**src/rtl/sys_array_pkg.sv**
```systemverilog
// Shared defaults and width helpers for the systolic-array result collector.
package sys_array_pkg;

    localparam int DEF_DATA_WIDTH = 8;
    localparam int DEF_ARRAY_W    = 4;
    localparam int DEF_FIFO_DEPTH = 8;

    // Width of one result lane: a full product/accumulation of two operands.
    function automatic int res_w(input int dw);
        return 2 * dw;
    endfunction

    // Occupancy counter width, able to represent 0..depth inclusive.
    function automatic int cnt_w(input int depth);
        return $clog2(depth + 1);
    endfunction

    localparam int DEF_COUNT_W = cnt_w(DEF_FIFO_DEPTH);

endpackage

```
**src/rtl/sys_array_fifo.sv**
```systemverilog
// Generic synchronous first-word-fall-through FIFO with synchronous clear.
// A push into a full FIFO is accepted only when a pop happens in the same cycle.
module sys_array_fifo
    import sys_array_pkg::*;
#(
    parameter  int WIDTH = 16,
    parameter  int DEPTH = 8,
    localparam int AW    = $clog2(DEPTH),
    localparam int CW    = cnt_w(DEPTH)
) (
    input  logic             clk,
    input  logic             reset_n,
    input  logic             clr,
    input  logic             push,
    input  logic             pop,
    input  logic [WIDTH-1:0] wdata,
    output logic [WIDTH-1:0] rdata,
    output logic             full,
    output logic             empty,
    output logic [CW-1:0]    count
);

    logic [WIDTH-1:0] mem_r [DEPTH];
    logic [AW-1:0]    wr_ptr_r;
    logic [AW-1:0]    rd_ptr_r;
    logic [CW-1:0]    count_r;
    logic             full_r;
    logic             empty_r;
    logic             push_ok_s;
    logic             pop_ok_s;
    logic [CW-1:0]    count_nxt_s;

    // Qualify requests against occupancy and derive the next occupancy.
    always_comb begin
        pop_ok_s    = pop & ~empty_r;
        push_ok_s   = push & (~full_r | pop_ok_s);
        count_nxt_s = count_r;
        case ({push_ok_s, pop_ok_s})
            2'b10:   count_nxt_s = count_r + CW'(1);
            2'b01:   count_nxt_s = count_r - CW'(1);
            default: count_nxt_s = count_r;
        endcase
    end

    // Pointers, occupancy and status flags; clear discards any transfer this cycle.
    always_ff @(posedge clk or negedge reset_n) begin
        if (!reset_n) begin
            wr_ptr_r <= '0;
            rd_ptr_r <= '0;
            count_r  <= '0;
            full_r   <= 1'b0;
            empty_r  <= 1'b1;
        end else if (clr) begin
            wr_ptr_r <= '0;
            rd_ptr_r <= '0;
            count_r  <= '0;
            full_r   <= 1'b0;
            empty_r  <= 1'b1;
        end else begin
            if (push_ok_s) wr_ptr_r <= wr_ptr_r + AW'(1);
            if (pop_ok_s)  rd_ptr_r <= rd_ptr_r + AW'(1);
            count_r <= count_nxt_s;
            full_r  <= (count_nxt_s == CW'(DEPTH));
            empty_r <= (count_nxt_s == CW'(0));
        end
    end

    // Storage array; cleared on reset so the head reads zero while empty.
    always_ff @(posedge clk or negedge reset_n) begin
        if (!reset_n) begin
            for (int k = 0; k < DEPTH; k++) mem_r[k] <= '0;
        end else if (push_ok_s && !clr) begin
            mem_r[wr_ptr_r] <= wdata;
        end
    end

    assign rdata = mem_r[rd_ptr_r];
    assign full  = full_r;
    assign empty = empty_r;
    assign count = count_r;

endmodule

```
**src/rtl/sys_array_out_collector.sv**
```systemverilog
// De-skews the staggered result lanes of the systolic array into one aligned
// vector and buffers it for a valid/ready consumer. The array cannot stall, so
// a vector arriving at a full buffer is dropped and recorded in a sticky flag.
module sys_array_out_collector
    import sys_array_pkg::*;
#(
    parameter  int DATA_WIDTH = DEF_DATA_WIDTH,
    parameter  int ARRAY_W    = DEF_ARRAY_W,
    parameter  int FIFO_DEPTH = DEF_FIFO_DEPTH,
    localparam int RW         = res_w(DATA_WIDTH),
    localparam int VW         = RW * ARRAY_W,
    localparam int CNT_W      = cnt_w(FIFO_DEPTH)
) (
    input  logic             clk,
    input  logic             reset_n,
    input  logic             flush,
    input  logic             row0_valid,
    input  logic [VW-1:0]    array_out,
    output logic [VW-1:0]    res_data,
    output logic             res_valid,
    input  logic             res_ready,
    output logic [CNT_W-1:0] count,
    output logic             overflow
);

    logic [VW-1:0] aligned_s;
    logic          push_v_s;
    logic          full_s;
    logic          empty_s;
    logic          pop_s;
    logic          overflow_r;

    // Lane i is i cycles late, so it is delayed by ARRAY_W-1-i to line up with the last lane.
    for (genvar i = 0; i < ARRAY_W; i++) begin : g_lane
        localparam int DLY = ARRAY_W - 1 - i;
        if (DLY == 0) begin : g_pass
            assign aligned_s[i*RW +: RW] = array_out[i*RW +: RW];
        end else begin : g_dly
            logic [RW-1:0] pipe_r [DLY];
            // Lane delay chain; data needs no flush since the valid pipe gates it.
            always_ff @(posedge clk or negedge reset_n) begin
                if (!reset_n) begin
                    for (int k = 0; k < DLY; k++) pipe_r[k] <= '0;
                end else begin
                    pipe_r[0] <= array_out[i*RW +: RW];
                    for (int k = 1; k < DLY; k++) pipe_r[k] <= pipe_r[k-1];
                end
            end
            assign aligned_s[i*RW +: RW] = pipe_r[DLY-1];
        end
    end

    if (ARRAY_W == 1) begin : g_vnone
        assign push_v_s = row0_valid;
    end else begin : g_vpipe
        logic [ARRAY_W-2:0] vpipe_r;
        // Valid marker travels alongside lane 0; flush kills every in-flight vector.
        always_ff @(posedge clk or negedge reset_n) begin
            if (!reset_n) begin
                vpipe_r <= '0;
            end else if (flush) begin
                vpipe_r <= '0;
            end else begin
                vpipe_r[0] <= row0_valid;
                for (int k = 1; k < ARRAY_W - 1; k++) vpipe_r[k] <= vpipe_r[k-1];
            end
        end
        assign push_v_s = vpipe_r[ARRAY_W-2];
    end

    assign pop_s = res_ready & ~empty_s;

    sys_array_fifo #(
        .WIDTH (VW),
        .DEPTH (FIFO_DEPTH)
    ) u_fifo (
        .clk     (clk),
        .reset_n (reset_n),
        .clr     (flush),
        .push    (push_v_s),
        .pop     (res_ready),
        .wdata   (aligned_s),
        .rdata   (res_data),
        .full    (full_s),
        .empty   (empty_s),
        .count   (count)
    );

    // Sticky drop flag: set when an aligned vector meets a full FIFO with no pop.
    always_ff @(posedge clk or negedge reset_n) begin
        if (!reset_n) begin
            overflow_r <= 1'b0;
        end else if (flush) begin
            overflow_r <= 1'b0;
        end else if (push_v_s && full_s && !pop_s) begin
            overflow_r <= 1'b1;
        end
    end

    assign res_valid = ~empty_s;
    assign overflow  = overflow_r;

endmodule

```
**config.mk**
```make
export PLATFORM = sky130hd
export DESIGN_NAME = sys_array_out_collector
export DESIGN_NICKNAME = d
export VERILOG_FILES = /design/src/rtl/sys_array_pkg.sv /design/src/rtl/sys_array_fifo.sv /design/src/rtl/sys_array_out_collector.sv
export SDC_FILE = /design/constraint.sdc
export NUM_CORES = 1
export LEC_CHECK = 0
export CAP_MARGIN = 15
export CORE_ASPECT_RATIO = 1.25
export CORE_MARGIN = 5
export CORE_UTILIZATION = 64
export CTS_CLUSTER_SIZE = 28
export DETAILED_ROUTE_END_ITERATION = 8
export PLACE_DENSITY = 0.85
export SYNTH_ARGS = -nofsm -noshare
export SYNTH_HDL_FRONTEND = slang
export SYNTH_SLANG_ARGS = --single-unit
```
**constraint.sdc**
```tcl
create_clock -name clk -period 6.55 [get_ports clk]
set_clock_uncertainty 0.05 [all_clocks]
set_input_delay 1.6375 -clock clk [delete_from_list [all_inputs] [get_ports clk]]
set_output_delay 1.6375 -clock clk [all_outputs]
set_load 0.05 [all_outputs]
```
==> impl_metrics.py <==
metrics = {
    "logic_synthesis": {
        "synth_nets": 1567,
        "synthCells": 1493,
        "synth_seq_cells": 624,
        "postSynthAreaPerCell_um2": 17.4,
        "synth_seq_area_share": 0.600,
        "netlist-cell-type-count": 38,
        "syn_area_um2": 26000,
        "yosysWarnings": 0,
    },
    "place": {
        "placed_area_um2": 27900,
        "port_buffers": 138,
        "place.gp.congestion": 0.743,
        "hpwlAfterDp_mm": 29.5,
    },
    "floorplan": {
        "start_util": 0.648,
        "die_area_um2": 44900,
        "ios": 139,
        "core_area_um2": 40200,
        "row_count": 82,
        "fp.dieH_um": 236,
        "die_w_um": 190,
    },
    "cts": {
        "cts_tree": "built",
        "root_buffer": "clkbuf_16",
        "cts.reportedPaths.clkPinSlew_ns": 0.06,
        "postCtsSetupBuffers": 0,
        "cts.sinks": 624,
        "hold_buffers": 0,
        "clock_latency_ns": 0.61,
        "cts_buffers": 58,
        "htree_num_levels": 2,
        "cts_resized": 0,
        "cts.path.max_buffers": 3,
    },
    "critical_path": {
        "crit_slowest_cell": "dfrtp_4",
        "cp-startpoint": "u_fifo.rd_ptr_r[0]",
        "crit_family": "buffers and inverters",
        "required_ns": 4.86,
        "endpoint_kind": "output pin",
        "worstSetupPathType": "reg -> out",
        "rr_startpoint": "u_fifo.empty",
        "crit_chain": "buf_12, mux4_2, mux2_2, clkdlybuf4s50_1",
        "worst_ep_arrival_time_ns": 3.62,
        "path_max_fanout": 42,
        "worst-path-buf-inv": 2,
        "critPathMaxStageDelay_ns": 1.01,
        "startpoint_type": "register",
    },
    "timing": {
        "tns_ns": 0,
        "setup_viol": 0,
        "worst_slew_pin_slew_ns": 0.988,
        "rsz0062_at_grt": "false",
        "post-route-period-util": 0.811,
        "max_clock_freq_mhz": 188,
        "whs_ns": 0.297,
        "final_hold_viol_count": 0,
        "slew_viol_final": 0,
        "max-slew-margin-rel": 0.341,
        "min_period_ns": 5.31,
    },
    "routing": {
        "via_count": 13500,
        "drtIter0Drc": 779,
        "drt_wl_total_mm": 51.6,
        "ant_nets": 0,
        "drt_pre_antenna_iters": 4,
        "met2WireLength_mm": 26.5,
        "met1_length_mm": 21.7,
        "dr_wl_met3_mm": 2.37,
        "highest_layer": "met5",
        "drc": 0,
        "via_per_inst": 6.09,
        "wl_per_cell_um": 23.3,
    },
    "min_path": {
        "hp-class": "reg -> reg",
        "hold_start": "g_lane[0].g_dly.pipe_r[37]",
    },
    "global_route": {
        "grt_antenna_before_repair": 2,
        "grtUsageTotal": 0.239,
        "grt_pass1_vias": 15300,
        "grt_max_degree": 154,
        "overflow": 0,
        "grt_pass1_wl_mm": 85.2,
    },
    "layout": {
        "fin_area_um2": 29800,
        "final_nets": 1699,
        "fillerInstances": 2385,
        "utilization": 0.742,
        "syn_to_final_growth_pct": 14.5,
        "drive_gt1_frac": 0.502,
    },
    "job": {
        "max_cap_viol_count": 0,
    },
    "power_and_ir_drop": {
        "total_power_mw": 8.82,
        "p_per_area_nw_per_um2": 296,
        "vdd.ir_drop.worst_mv": 0.274,
        "p_leak_nw": 14.1,
    },
    "status": {
        "status": "finished clean",
    },
}
==> kinds of logic after synthesis <==
| group | Yosys count | share of synthesized area |
|---|---|---|
| AOI/OAI and AO/OA | 16 | 0.00505 |
| xor gates and xnor gates | 7 | 0.00235 |
| adders and majority gates | 5 | 0.00240 |
| buffers and inverters | 99 | 0.0223 |
| DFF | 624 | 0.600 |
| muxes | 707 | 0.361 |
| and+or+nand+nor | 35 | 0.00735 |
==> stage by stage <==
step / instances / worst slack [ns]
2_1_floorplan: 1493 / 2.97
3_3_place_gp: 2111 / 1.83
3_5_place_dp: 2111 / 1.79
4_1_cts: 2216 / 1.14
5_1_grt: 2216 / 1.04
6_report: 2217 / 1.24
==> cell type report <==
cell class	instances	area [µm²]	share of cell area
antenna	1	2.50	0.0000839
clock buffer	88	1770	0.0592
clock inverter	17	171	0.00575
inverter	6	22.5	0.000755
multi-input combinational	770	9880	0.331
sequential	624	15600	0.524
tap	546	683	0.0229
timing repair buffer	165	1680	0.0562
==> state kept, by name, indices dropped and copies added, names as in the netlist <==
register / flops
aligned_s: 32
g_lane.g_dly.pipe_r: 64
g_vpipe.vpipe_r: 3
overflow: 1
u_fifo.count: 4
u_fifo.empty: 1
u_fifo.full: 1
u_fifo.mem_r: 512
u_fifo.rd_ptr_r: 3
u_fifo.wr_ptr_r: 3
==> layout by cell type, fill, tap and decap left out, types with 4 or more instances in the layout <==
cell type        netlist  layout
clkinv_2               0      10
clkdlybuf4s50_1        0     137
buf_12                 0       7
inv_1                  6       6
mux4_2               128     128
clkbuf_1              23      11
xor2_1                 5       5
dfrtp_1              623     620
nand2_1                6       6
clkbuf_8               0      18
ha_1                   5       5
nor2_1                12      12
clkbuf_16              0      59
a21oi_1                4       4
nor2b_1                4       4
mux2_2               576     576
buf_4                 26      20
==> per-layer routing <==
layer,up-vias,global-route usage
met1,7379,0.332
met5,-,0
met3,75,0.0484
met4,2,0.0564
met2,248,0.397
li1,5794,-
==> synthesized netlist by cell type, drive strengths merged <==
master | n | share of area
a2111oi | 1 | 0.0011
a211o | 1 | 0.00034
a21o | 1 | 0.00029
a21oi | 4 | 0.00077
a31oi | 2 | 0.00048
a41o | 1 | 0.00038
buf | 70 | 0.018
clkbuf | 23 | 0.0033
dfrtp | 623 | 0.60
dfstp | 1 | 0.0010
ha | 5 | 0.0024
inv | 6 | 0.00086
mux2 | 576 | 0.25
mux2i | 3 | 0.0012
mux4 | 128 | 0.11
nand2 | 7 | 0.0011
nand2b | 3 | 0.0010
nand3 | 1 | 0.00038
nand3b | 2 | 0.00058
nor2 | 13 | 0.0020
nor2b | 4 | 0.00096
nor3 | 1 | 0.00019
nor3b | 2 | 0.00058
nor4b | 1 | 0.00034
o2111a | 1 | 0.00043
o2111ai | 1 | 0.00034
o211ai | 1 | 0.00029
o21a | 1 | 0.00029
o21ai | 2 | 0.00038
or3 | 1 | 0.00024
xnor2 | 2 | 0.00067
xor2 | 5 | 0.0017
==> report_power, final <==
group	internal (mW)	switching, mW
clock	1.97	1.42
combinational	0.564	0.732
sequential	4.01	0.120
==> worst paths after layout <==
| path | cells after the start | end | slack (ns) |
|---|---|---|---|
| worst max register to register | 6 | u_fifo.mem_r[434] | 3.43 |
| min in group asynchronous | 1 | u_fifo.mem_r[202] | 1.09 |
| worst max-delay path | 4 | res_data[9] | 1.24 |
| worst min register to register | 0 | g_lane[0].g_dly.pipe_r[21] | 0.30 |
| max in group asynchronous | 2 | u_fifo.mem_r[489] | 3.97 |
| worst min-delay path | 0 | g_lane[0].g_dly.pipe_r[21] | 0.30 |
Power figures use the tool's default switching activity.
